<file path="config.mk">
export PLATFORM = sky130hd
export DESIGN_NAME = sigdel_interp_feeder
export DESIGN_NICKNAME = d
export VERILOG_FILES = /design/src/rtl/sigdel_interp_feeder.sv
export SDC_FILE = /design/constraint.sdc
export NUM_CORES = 1
export LEC_CHECK = 0
export BUFFER_PORTS_ARGS = -buffer_cell sky130_fd_sc_hd__buf_2
export CORE_AREA = 5 5 164 166
export DETAILED_ROUTE_END_ITERATION = 8
export DIE_AREA = 0 0 169 171
export SLEW_MARGIN = 5
export SYNTH_ARGS = -nofsm -noshare
export SYNTH_HDL_FRONTEND = slang
export SYNTH_SLANG_ARGS = --single-unit
</file>
<file path="constraint.sdc">
create_clock -name clock -period 4.3 [get_ports clock]
set_input_delay 0 -clock clock [delete_from_list [all_inputs] [get_ports clock]]
set_output_delay 0 -clock clock [all_outputs]
set_load 0.05 [all_outputs]
</file>
<file path="src/rtl/sigdel_interp_feeder.sv">
`default_nettype none
// ==== sigdel_interp_feeder : FIFO-fed linear interpolator for the sigma-delta modulator input ====
// ==== rev 1.0                                                                                  ====
module sigdel_interp_feeder #(
  parameter int DATA_WIDTH = 24,
  parameter int OSR_LOG2   = 6,
  parameter int FIFO_LOG2  = 2
) (
  input  logic                  clock,
  input  logic                  reset_n,
  input  logic                  enable,
  input  logic [DATA_WIDTH-1:0] in_data,
  input  logic                  in_valid,
  output logic                  in_ready,
  output logic [DATA_WIDTH-1:0] out_data,
  output logic                  out_strobe,
  output logic                  underrun,
  output logic [7:0]            underrun_count,
  input  logic                  clear_underrun
);

  localparam int                DEPTH      = 1 << FIFO_LOG2;
  localparam int                ACC_W      = DATA_WIDTH + OSR_LOG2 + 1;
  localparam logic [OSR_LOG2-1:0] PHASE_LAST = '1;
  localparam logic [FIFO_LOG2:0]  FIFO_FULL  = (FIFO_LOG2+1)'(DEPTH);

  typedef enum logic [0:0] {ST_PRIME = 1'b0, ST_RUN = 1'b1} state_t;

  state_t                  state_q, state_d;
  logic [DATA_WIDTH-1:0]   mem_q [DEPTH];
  logic [FIFO_LOG2-1:0]    wr_ptr_q, wr_ptr_d, rd_ptr_q, rd_ptr_d;
  logic [FIFO_LOG2:0]      count_q, count_d;
  logic [DATA_WIDTH-1:0]   curr_q, curr_d;
  logic [DATA_WIDTH:0]     delta_q, delta_d;
  logic [ACC_W-1:0]        acc_q, acc_d;
  logic [OSR_LOG2-1:0]     phase_q, phase_d;
  logic                    underrun_q, underrun_d;
  logic [7:0]              ucount_q, ucount_d;
  logic                    fifo_empty, push, do_load, do_hold;
  logic [DATA_WIDTH-1:0]   head;

  assign fifo_empty     = (count_q == '0);
  assign in_ready       = (count_q != FIFO_FULL);
  assign push           = in_valid && in_ready;
  assign head           = mem_q[rd_ptr_q];
  assign out_data       = acc_q[DATA_WIDTH+OSR_LOG2-1:OSR_LOG2];
  assign out_strobe     = do_load || do_hold;
  assign underrun       = underrun_q;
  assign underrun_count = ucount_q;

  always_comb begin
    state_d    = state_q;
    curr_d     = curr_q;
    delta_d    = delta_q;
    acc_d      = acc_q;
    phase_d    = phase_q;
    do_load    = 1'b0;
    do_hold    = 1'b0;
    underrun_d = underrun_q;
    ucount_d   = ucount_q;

    if (enable) begin
      case (state_q)
        ST_PRIME: begin
          if (!fifo_empty) begin
            do_load = 1'b1;
            state_d = ST_RUN;
          end
        end
        ST_RUN: begin
          if (phase_q != PHASE_LAST) begin
            acc_d   = acc_q + {{OSR_LOG2{delta_q[DATA_WIDTH]}}, delta_q};
            phase_d = phase_q + 1'b1;
          end else if (!fifo_empty) begin
            do_load = 1'b1;
          end else begin
            do_hold = 1'b1;
          end
        end
        default: state_d = ST_PRIME;
      endcase
    end

    // Both load flavours restart the ramp from the current sample scaled up by OSR.
    if (do_load || do_hold) begin
      acc_d   = {curr_q[DATA_WIDTH-1], curr_q, {OSR_LOG2{1'b0}}};
      phase_d = '0;
    end
    if (do_load) begin
      delta_d = {head[DATA_WIDTH-1], head} - {curr_q[DATA_WIDTH-1], curr_q};
      curr_d  = head;
    end
    if (do_hold) begin
      delta_d = '0;
    end

    if (clear_underrun) begin
      underrun_d = 1'b0;
      ucount_d   = '0;
    end else if (do_hold) begin
      underrun_d = 1'b1;
      if (ucount_q != 8'hFF) ucount_d = ucount_q + 8'd1;
    end

    wr_ptr_d = push    ? wr_ptr_q + 1'b1 : wr_ptr_q;
    rd_ptr_d = do_load ? rd_ptr_q + 1'b1 : rd_ptr_q;
    count_d  = count_q + (FIFO_LOG2+1)'(push) - (FIFO_LOG2+1)'(do_load);
  end

  always_ff @(posedge clock or negedge reset_n) begin
    if (!reset_n) begin
      state_q    <= ST_PRIME;
      wr_ptr_q   <= '0;
      rd_ptr_q   <= '0;
      count_q    <= '0;
      curr_q     <= '0;
      delta_q    <= '0;
      acc_q      <= '0;
      phase_q    <= '0;
      underrun_q <= 1'b0;
      ucount_q   <= '0;
    end else begin
      state_q    <= state_d;
      wr_ptr_q   <= wr_ptr_d;
      rd_ptr_q   <= rd_ptr_d;
      count_q    <= count_d;
      curr_q     <= curr_d;
      delta_q    <= delta_d;
      acc_q      <= acc_d;
      phase_q    <= phase_d;
      underrun_q <= underrun_d;
      ucount_q   <= ucount_d;
    end
  end

  // Storage needs no reset: occupancy is tracked by count_q alone.
  always_ff @(posedge clock) begin
    if (push) mem_q[wr_ptr_q] <= in_data;
  end

endmodule
`default_nettype wire

</file>
==> results of run 1 <==
==> where the power goes <==
part | internal (W) | switching [W] | leakage [nW]
clock | 0.000824 | 0.000862 | 0.307
sequential | 0.00256 | 0.000383 | 2.12
combinational | 0.00201 | 0.00300 | 2.65
total | 0.00540 | 0.00425 | 5.08
==> layout make-up <==
cell class / instances / area, um^2 / share of cell area
Clock buffer: 17 / 425.4 / 0.03571
Clock inverter: 15 / 211.5 / 0.01775
Inverter: 44 / 165.2 / 0.01386
Multi-Input combinational cell: 634 / 4547 / 0.3816
Sequential cell: 198 / 5435 / 0.4562
Tap cell: 335 / 419.2 / 0.03518
Timing Repair Buffer: 106 / 710.7 / 0.05965
==> flip-flops by register name, summed over array words and instances (netlist names) <==
signal and cells:
mem_q 96, acc_q 30, delta_q 25, curr_q 24, underrun_count 8, phase_q 6
count_q 3, rd_ptr_q 2, wr_ptr_q 2, state_q 1, underrun 1
==> synthesized netlist by cell type (4+ instances only) <==
cell	n	area [um^2]
nand2_1	106	397.9
dfrtp_1	102	2552
edfxtp_1	96	2883
o21ai_0	90	450.4
ha_1	65	813.3
a21oi_1	50	250.2
nor2_1	49	183.9
inv_1	43	161.4
a21o_1	36	270.3
clkbuf_1	36	135.1
xor2_1	36	315.3
nand3_1	27	135.1
buf_4	24	180.2
mux4_2	24	540.5
xnor2_1	23	201.4
a31oi_1	14	87.58
nand4_1	10	62.56
nor2b_1	7	43.79
o21ai_1	7	35.03
a22o_1	6	52.55
and3_1	6	37.54
a211oi_1	5	37.54
a22oi_1	5	37.54
or3_1	5	31.28
buf_1	4	15.01
nand2b_1	4	25.02
nor3_1	4	20.02
o21bai_1	4	30.03
==> per-stage QoR <==
stage | cells | power (W) | util | worst slack [ps] | instance area (um^2)
floorplan | 941 | 0.006918 | - | 240.0 | 10480
global placement | 1289 | 0.007958 | 0.4318 | 524.2 | 11000
detailed placement | 1289 | 0.007986 | 0.4318 | 503.5 | 11000
CTS | 1349 | 0.009719 | 0.4678 | 479.1 | 11910
global route | 1349 | 0.01044 | 0.4678 | 137.4 | 11910
finish | 1349 | 0.009647 | 0.4678 | 482.2 | 11910
==> how the worst max path moves through the flow <==
stage / start / endpoint / slack [ps] / cells after the start
floorplan: rd_ptr_q[0]$_DFFE_PN0P_ / delta_q[22]$_DFFE_PN0P_ / 240 / 14
global placement: rd_ptr_q[0]$_DFFE_PN0P_ / delta_q[22]$_DFFE_PN0P_ / 520 / 13
detailed placement: rd_ptr_q[0]$_DFFE_PN0P_ / delta_q[22]$_DFFE_PN0P_ / 500 / 13
CTS: rd_ptr_q[0]$_DFFE_PN0P_ / delta_q[22]$_DFFE_PN0P_ / 480 / 13
global route: rd_ptr_q[0]$_DFFE_PN0P_ / delta_q[22]$_DFFE_PN0P_ / 140 / 13
finish: rd_ptr_q[0]$_DFFE_PN0P_ / delta_q[22]$_DFFE_PN0P_ / 480 / 13
==> layer usage <==
| layer | wire, um | global-route usage | vias to the layer above |
|---|---|---|---|
| li1 | - | - | 3517 |
| met1 | 11690 | 0.2416 | 3427 |
| met2 | 10220 | 0.2575 | 112 |
| met3 | 831 | 0.03281 | 16 |
| met4 | 210 | 0.03570 | 0 |
| met5 | 0 | 0 | - |
==> cell usage in the layout, fill, tap and decap left out, types with 36 or more instances in the layout <==
cell type / count
a21o_1: 36
a21oi_1: 50
buf_2: 62
dfrtp_1: 102
edfxtp_1: 96
ha_1: 65
inv_1: 43
nand2_1: 106
nor2_1: 49
o21ai_0: 89
xor2_1: 36
==> worst reg2reg max path: stages (launching register included) <==
cell      delay (ps)
dfrtp_1          400
buf_4            210
mux4_2           570
fa_1             460
a21o_1           180
a21o_1           210
a31oi_1          250
a31oi_1          180
a311oi_2         460
o31a_1           230
inv_1             50
a21oi_1          180
nor4b_1           80
a211o_1          270
==> kinds of logic (layout without fill, tap and decap cells) <==
group / count (synthesis) / count (layout) / synth area share
compound gates: 253 / 253 / 0.1504
xor+xnor: 59 / 59 / 0.04933
fa+ha+maj: 68 / 68 / 0.08337
buf+inv: 109 / 182 / 0.04778
flops: 198 / 198 / 0.5189
mux: 27 / 27 / 0.05447
simple gates: 227 / 227 / 0.09580
==> repair_timing <==
action,4_1_cts,5_1_grt
hold buffers,28,0
endpoints found under the hold margin,178,0
endpoints found under the setup margin,0,0
==> impl_metrics.tcl, run 1 <==
set metrics [dict create \
    status "finished clean" \
    cts_made_buffers 17 \
    synth-edff-count 96 \
    end_kind "register" \
    syn_area_um2 10480 \
    first_pass_iters 5 \
    async_reset_ff_frac 0.5152 \
    ios 64 \
    synth_fp_nets 1038 \
    die_area_um2 28900 \
    relSlewSlack 0.3159 \
    clk_latency_ps 450 \
    final.fill_count 2350 \
    routabilityCongestion 0.9044 \
    r2r-start "rd_ptr_q[0]$_DFFE_PN0P_" \
    fin_nets 1098 \
    yosysUniqueCellTypes 60 \
    cts-resized-gates 0 \
    cts.sinks 198 \
    reg2regPathDepth 13 \
    vias 7072 \
    path_buf_inv 2 \
    crit_family "compound AO/OA/AOI/OAI gates" \
    setup_viol 0 \
    worstMarginPinSlew_ps 1026 \
    syn_area_per_cell_um2 11.13 \
    final.period_utilization 0.8879 \
    fin_hold_ws_ps 239.1 \
    hold_path_class "input port to async pin" \
    yosys_warnings 0 \
    slowest_stage "mux4_2" \
    cp_max_fo 6 \
    hpwlAfterDp_mm 16.68 \
    reg2reg_slack_ps 480 \
    cpPeakStageDelay_ps 570 \
    drt_first_iter_violations 547 \
    clk_pin_slew_ps 80 \
    cts_tree "yes" \
    ys_ff_latch 198 \
    root_buffer "clkbuf_16" \
    worstPathCellList "buf_4, mux4_2, fa_1, a21o_1, a21o_1, a31oi_1, a31oi_1, a311oi_2, o31a_1, inv_1, a21oi_1, nor4b_1, a211o_1" \
    die_h_um 171 \
    synthFlopType "dfrtp_1" \
    routed_wl_mm 22.94 \
    core_um2 25470 \
    power-per-cell-area_nw_per_um2 809.7 \
    drive_above_1_share 0.1400 \
    num_rows 59 \
    antenna_found_initial 0 \
    drtAntennaViolNets 0 \
    drv_slew 0 \
    die_w_um 169 \
    fmax_ghz 0.2619 \
    post-cts-setup-buffers 0 \
    htreeDepth 4 \
    grt_pass1_wl_mm 37.84 \
    overflow 0 \
    cap_violations 0 \
    antenna_cells 0 \
    start_util 0.4113 \
    cp.required_ps 4640 \
    finalCriticalPeriod_ps 3818 \
    routedWlPerCell_um 17.01 \
    critPathLaunchType "register" \
    route.detailed.drc 0 \
    finalHoldViolations 0 \
    skew_ps 11.50 \
    grt_pass1_vias 7102 \
    ys_seq_area_frac 0.5189 \
    arrival_ps 4150 \
    netlist_instances 941 \
    syn_to_final_growth_pct 13.74 \
    clockBufferDepth 2 \
    rsz0062_at_grt "no" \
    grtUsageTotal 0.1652 \
    ir_drop_uv 349.8 \
    drt-vias-per-instance 5.242 \
    crit_type "register to register" \
    r2r-end "delta_q[22]$_DFFE_PN0P_" \
    totalNegativeSetupSlack_ps 0 \
    grt_max_degree 72 \
    port_buffers 63 \
    leakage_nw 5.082 \
]
Power figures use the tool's default switching activity.
==> run 2: changes to the inputs <==
--- a/config.mk
+++ b/config.mk
@@ -9,7 +9,8 @@
 export CORE_AREA = 5 5 164 166
 export DETAILED_ROUTE_END_ITERATION = 8
 export DIE_AREA = 0 0 169 171
-export SLEW_MARGIN = 5
+export RECOVER_POWER = 25
+export SLEW_MARGIN = 20
 export SYNTH_ARGS = -nofsm -noshare
 export SYNTH_HDL_FRONTEND = slang
 export SYNTH_SLANG_ARGS = --single-unit
==> run 2 against run 1 <==
Clock power is essentially flat; first-iteration DRC count shrank 1.6%; critical endpoint unchanged; the run now ends with capacitance limit, slew limit left; critical path type unchanged; non-clock buffer count is the same; power is essentially flat; via count grew 0.21%; largest cell class unchanged; final cell count is the same; sequential share of layout area grew 0.12 points.
==> impl_metrics.tcl, run 2 (synthesis gave the netlist of run 1 again) <==
set metrics [dict create \
    status "finished with violations" \
    violations "capacitance limit, slew limit" \
    antenna_found_initial 0 \
    drv_slew 72 \
    finalCriticalPeriod_ps 3819 \
    fmax_ghz 0.2618 \
    power_w 0.009643 \
    skew_ps 15.95 \
    end_kind "register" \
    cts.sinks 198 \
    cap_violations 1 \
    arrival_ps 4160 \
    routedWlPerCell_um 17.03 \
    fin_nets 1098 \
    dpl-instance-area_um2 11000 \
    die_area_um2 28900 \
    first_pass_iters 5 \
    grt_pass1_vias 7102 \
    clk_latency_ps 450 \
    ios 64 \
    crit_type "register to register" \
    cts_made_buffers 17 \
    final.period_utilization 0.8882 \
    hpwlAfterDp_mm 16.68 \
    rsz0062_at_grt "no" \
    critPathLaunchType "register" \
    slowest_stage "mux4_2" \
    totalNegativeSetupSlack_ps 0 \
    setup_viol 0 \
    largest_reg_flops 96 \
    leakage_nw 5.015 \
    final_cell_mix "106 x nand2_1, 102 x dfrtp_1, 96 x edfxtp_1, 89 x o21ai_0, 65 x ha_1" \
    relSlewSlack -0.2386 \
    grt_max_degree 72 \
    cp.required_ps 4640 \
    layout_commonest_cell "nand2_1" \
    port_buffers 63 \
    routed_wl_mm 22.97 \
    htreeDepth 4 \
    ir_drop_uv 349.5 \
    antenna_cells 0 \
    drtAntennaViolNets 0 \
    overflow 0 \
    drt_first_iter_violations 538 \
    reg.largest.list "mem_q: 96 flops, acc_q: 30 flops, delta_q: 25 flops" \
    route.detailed.drc 0 \
    core_um2 25470 \
    routabilityCongestion 0.9044 \
    reg2regPathDepth 13 \
    postLayoutSetupSlackWorst_ps 480.7 \
    die_h_um 171 \
    drive_above_1_share 0.1164 \
    hold_depth 2 \
    pre_cts_ws_ps 503.5 \
    cp_max_fo 6 \
    fin_area_um2 11880 \
    syn_to_final_growth_pct 13.43 \
    fin_hold_ws_ps 342.4 \
    regMostFlops "mem_q" \
    die_w_um 169 \
    worstPathCellList "buf_4, mux4_2, fa_1, a21o_1, a21o_1, a31oi_1, a31oi_1, a311oi_2, o31a_1, inv_1, a21oi_1, nor4b_1, a211o_1" \
    clk_pin_slew_ps 90 \
    finalHoldViolations 0 \
    drt-vias-per-instance 5.254 \
    power-per-cell-area_nw_per_um2 811.6 \
    cpPeakStageDelay_ps 570 \
    worstMarginPinSlew_ps 1858 \
    start_util 0.4113 \
    num_rows 59 \
    grtUsageTotal 0.1652 \
    clockBufferDepth 2 \
    cts_tree "yes" \
    hold_path_class "input port to register" \
    final.fill_count 2360 \
    vias 7087 \
    grt_pass1_wl_mm 37.84 \
    root_buffer "clkbuf_16" \
]
[run 2: cell type report]
cell class,count,area (um^2),area share
Multi-Input combinational cell,634,4547,0.3827
Sequential cell,198,5435,0.4575
Timing Repair Buffer,106,678.2,0.05708
Tap cell,335,419.2,0.03528
Clock inverter,15,211.5,0.01780
Clock buffer,17,425.4,0.03580
Inverter,44,165.2,0.01390
[run 2: timing repair]
item	4_1_cts	5_1_grt
endpoints found under the hold margin	178	0
hold buffers	28	0
resized for setup	0	0
endpoints found under the setup margin	0	0
buffers inserted	0	0
[run 2: critical path, delay by kind of cell (launching register included)]
family                   cells  cell delay, ps
AO/OA/AOI/OAI                8            1960
adder cells (fa/ha/maj)      1             460
buffers and inverters        2             260
flip-flops                   1             400
multiplexers                 1             570
AND/OR/NAND/NOR              1              80
[run 2: metrics by stage]
stage | cells | utilization
floorplan | 941 | -
global placement | 1289 | 0.4318
detailed placement | 1289 | 0.4318
CTS | 1349 | 0.4678
global route | 1349 | 0.4665
finish | 1349 | 0.4665
[run 2: where the power goes]
group,internal (W),total [W],switching [W]
combinational,0.00201,0.00501,0.00300
clock,0.000824,0.00169,0.000861
sequential,0.00256,0.00295,0.000383
[run 2: path summary, 6_finish.rpt]
check	start	endpoint	slack (ps)
min	in_data[17]	mem_q[3][17]$_DFFE_PP_	340
max in group asynchronous	reset_n	delta_q[6]$_DFFE_PN0P_	2400
max reg2reg	rd_ptr_q[0]$_DFFE_PN0P_	delta_q[22]$_DFFE_PN0P_	480
min in group asynchronous	reset_n	wr_ptr_q[1]$_DFFE_PN0P_	600
min reg2reg	phase_q[5]$_DFFE_PN0P_	phase_q[5]$_DFFE_PN0P_	490
max	rd_ptr_q[0]$_DFFE_PN0P_	delta_q[22]$_DFFE_PN0P_	480
[run 2: per-layer routing]
layer	routed length, um	global-route usage	vias up
met5	0	0	-
met4	205	0.03570	0
met3	816	0.03281	16
met2	10240	0.2575	112
met1	11710	0.2416	3444
li1	-	-	3515
==> run 3: changes to the inputs <==
--- a/config.mk
+++ b/config.mk
@@ -6,9 +6,10 @@
 export NUM_CORES = 1
 export LEC_CHECK = 0
 export BUFFER_PORTS_ARGS = -buffer_cell sky130_fd_sc_hd__buf_2
-export CORE_AREA = 5 5 164 166
+export CORE_AREA = 5 5 195 141
 export DETAILED_ROUTE_END_ITERATION = 8
-export DIE_AREA = 0 0 169 171
+export DIE_AREA = 0 0 200 146
+export GPL_ROUTABILITY_DRIVEN = 0
 export RECOVER_POWER = 25
 export SLEW_MARGIN = 20
 export SYNTH_ARGS = -nofsm -noshare
==> run 3 against run 2 <==
The run still ends with capacitance limit, slew limit left; first-iteration DRC count down 20%; cell area decreased by 0.39%; sequential power is essentially flat; count of clock-buffer cells in the layout is 3 higher; die area grew 1.0%; flip-flop and latch count unchanged; final cell count shrank 0.22%; clock power decreased by 4%.
==> impl_metrics.tcl, run 3 (synthesis gave the netlist of run 1 again) <==
set metrics [dict create \
    cts_made_buffers 17 \
    hpwlAfterDp_mm 17.53 \
    ir_drop_uv 507.7 \
    clk_latency_ps 440 \
    crit_family "compound AO/OA/AOI/OAI gates" \
    drt_first_iter_violations 428 \
    ios 64 \
    internal-power_w 0.005493 \
    die_h_um 146 \
    arrival_ps 4220 \
    overflow 0 \
    cts_tree "yes" \
    clockBufferDepth 2 \
    r2r-start "rd_ptr_q[0]$_DFFE_PN0P_" \
    cts.sinks 198 \
    antenna_cells 0 \
    r2r-end "delta_q[22]$_DFFE_PN0P_" \
    final_cell_mix "106 x nand2_1, 102 x dfrtp_1, 96 x edfxtp_1, 89 x o21ai_0, 65 x ha_1" \
    drive_above_1_share 0.1113 \
    fin_area_um2 11840 \
    worstPathCellList "buf_4, mux4_2, ha_1, a21o_1, a21o_1, a21oi_1, a31oi_1, a311oi_2, o31a_1, inv_1, a21oi_1, nor4b_1, a211o_1" \
    switching_share 0.4290 \
    dpl-instance-area_um2 11000 \
    antenna_found_initial 0 \
    power_switching_w 0.004127 \
    die_w_um 200 \
    vias 7165 \
    core_um2 25260 \
    crit_type "register to register" \
    finalCriticalPeriod_ps 3892 \
    start_util 0.4147 \
    num_rows 49 \
    route.detailed.drc 0 \
    cp.required_ps 4630 \
    reg2reg_slack_ps 410 \
    first_pass_iters 5 \
    hold_path_class "input port to register" \
    grt_max_degree 63 \
    power-per-cell-area_nw_per_um2 812.8 \
    slowest_stage "mux4_2" \
    reg.largest.list "mem_q: 96 flops, acc_q: 30 flops, delta_q: 25 flops" \
    totalNegativeSetupSlack_ps 0 \
    port_buffers 63 \
    relSlewSlack -1.400 \
    routedWlPerCell_um 17.73 \
    layout_commonest_cell "nand2_1" \
    combPwrFrac 0.526 \
    skew_ps 10.05 \
    cap_violations 1 \
    fmax_ghz 0.2570 \
    postLayoutSetupSlackWorst_ps 408.3 \
    path_buf_inv 2 \
    grt_pass1_vias 7110 \
    reg2regPathDepth 13 \
    clk_pin_slew_ps 70 \
    final_util 0.4685 \
    setup_viol 0 \
    cpPeakStageDelay_ps 580 \
    layout.cells.non_filler 1346 \
    drv_slew 63 \
    crit_path_start "rd_ptr_q[0]$_DFFE_PN0P_" \
    end_kind "register" \
    die_area_um2 29200 \
    drt-vias-per-instance 5.323 \
    grtUsageTotal 0.1686 \
    power.share.clock 0.169 \
    fin_nets 1099 \
    drtAntennaViolNets 0 \
    status "finished with violations" \
    worstMarginPinSlew_ps 3600 \
    cp_max_fo 21 \
    violations "capacitance limit, slew limit" \
    regMostFlops "mem_q" \
    p_seq_frac 0.305 \
    routed_wl_mm 23.87 \
    critPathLaunchType "register" \
    place_inst 1286 \
    leakage_nw 4.990 \
    holdCritStartpoint "in_data[3]" \
    pre_cts_ws_ps 404.8 \
    post-cts-setup-buffers 0 \
    root_buffer "clkbuf_16" \
    cp.depth 13 \
    rsz0062_at_grt "no" \
    largest_reg_flops 96 \
    htreeDepth 4 \
    finalHoldViolations 0 \
    grt_pass1_wl_mm 38.93 \
    final.period_utilization 0.9050 \
    syn_to_final_growth_pct 12.98 \
    cp-endpoint "delta_q[22]$_DFFE_PN0P_" \
]
==> run 3: cell types whose count changed in the layout (fill, tap and decap cells not counted), moves of 2 or more <==
| cell | delta |
|---|---|
| inv_12 | -8 |
| clkinvlp_4 | +2 |
| bufinv_16 | +3 |
| clkinv_1 | +2 |
| clkinv_8 | -2 |
| clkbuf_1 | +4 |
| inv_8 | -2 |
==> run 3: area by class of cell <==
class | count | area (um^2)
tap | 331 | 414.1
sequential | 198 | 5435
timing repair buffer | 107 | 684.4
multi-input combinational | 634 | 4547
fill | 2330 | 13420
clock inverter | 12 | 152.6
clock buffer | 20 | 436.7
inverter | 44 | 165.2
==> run 3: worst reg2reg max path, stage by stage, from the launching register on <==
cell	delay (ps)
dfrtp_1	390
buf_4	400
mux4_2	600
ha_1	360
a21o_1	210
a21o_1	170
a21oi_1	180
a31oi_1	180
a311oi_2	490
o31a_1	240
inv_1	50
a21oi_1	180
nor4b_1	80
a211o_1	270
==> run 3: power by group through the flow <==
stage	Combinational [W]	Clock, W	Sequential, W
after global routing	0.00563	0.00175	0.00300
after detailed placement	0.00501	0	0.00298
after global placement	0.00498	0	0.00297
after floorplan	0.00410	0	0.00282
after CTS	0.00507	0.00167	0.00295
final	0.00506	0.00163	0.00293
==> run 3: stage by stage <==
stage | total power [W] | hold WS [ps]
final | 0.009620 | 361.8
after detailed placement | 0.007992 | 164.5
after CTS | 0.009680 | 222.8
after global routing | 0.01038 | 380.5
after global placement | 0.007956 | 158.3
after floorplan | 0.006918 | -295.6
==> run 3: how the worst min path moves through the flow <==
stage	to	slack, ps	depth (start not counted)
3_5_place_dp	acc_q[26]$_DFFE_PN0P_	160	1
2_1_floorplan	acc_q[0]$_DFFE_PN0P_	-300	0
6_report	mem_q[2][3]$_DFFE_PP_	360	2
4_1_cts	acc_q[26]$_DFFE_PN0P_	220	2
5_1_grt	mem_q[2][21]$_DFFE_PP_	380	2
3_3_place_gp	acc_q[26]$_DFFE_PN0P_	160	1
==> run 3: repair_timing <==
item / 4_1_cts / 5_1_grt
gates resized for setup: 0 / 0
endpoints found under the setup margin: 0 / 0
hold buffers: 28 / 0
endpoints found under the hold margin: 169 / 0
==> run 3: layer usage <==
layer	vias to the layer above	part of all wire	track usage
met5	-	0	0
met2	116	0.45	0.2498
met4	0	0.0079	0.03327
met3	16	0.033	0.03448
met1	3512	0.51	0.2578
li1	3521	-	-
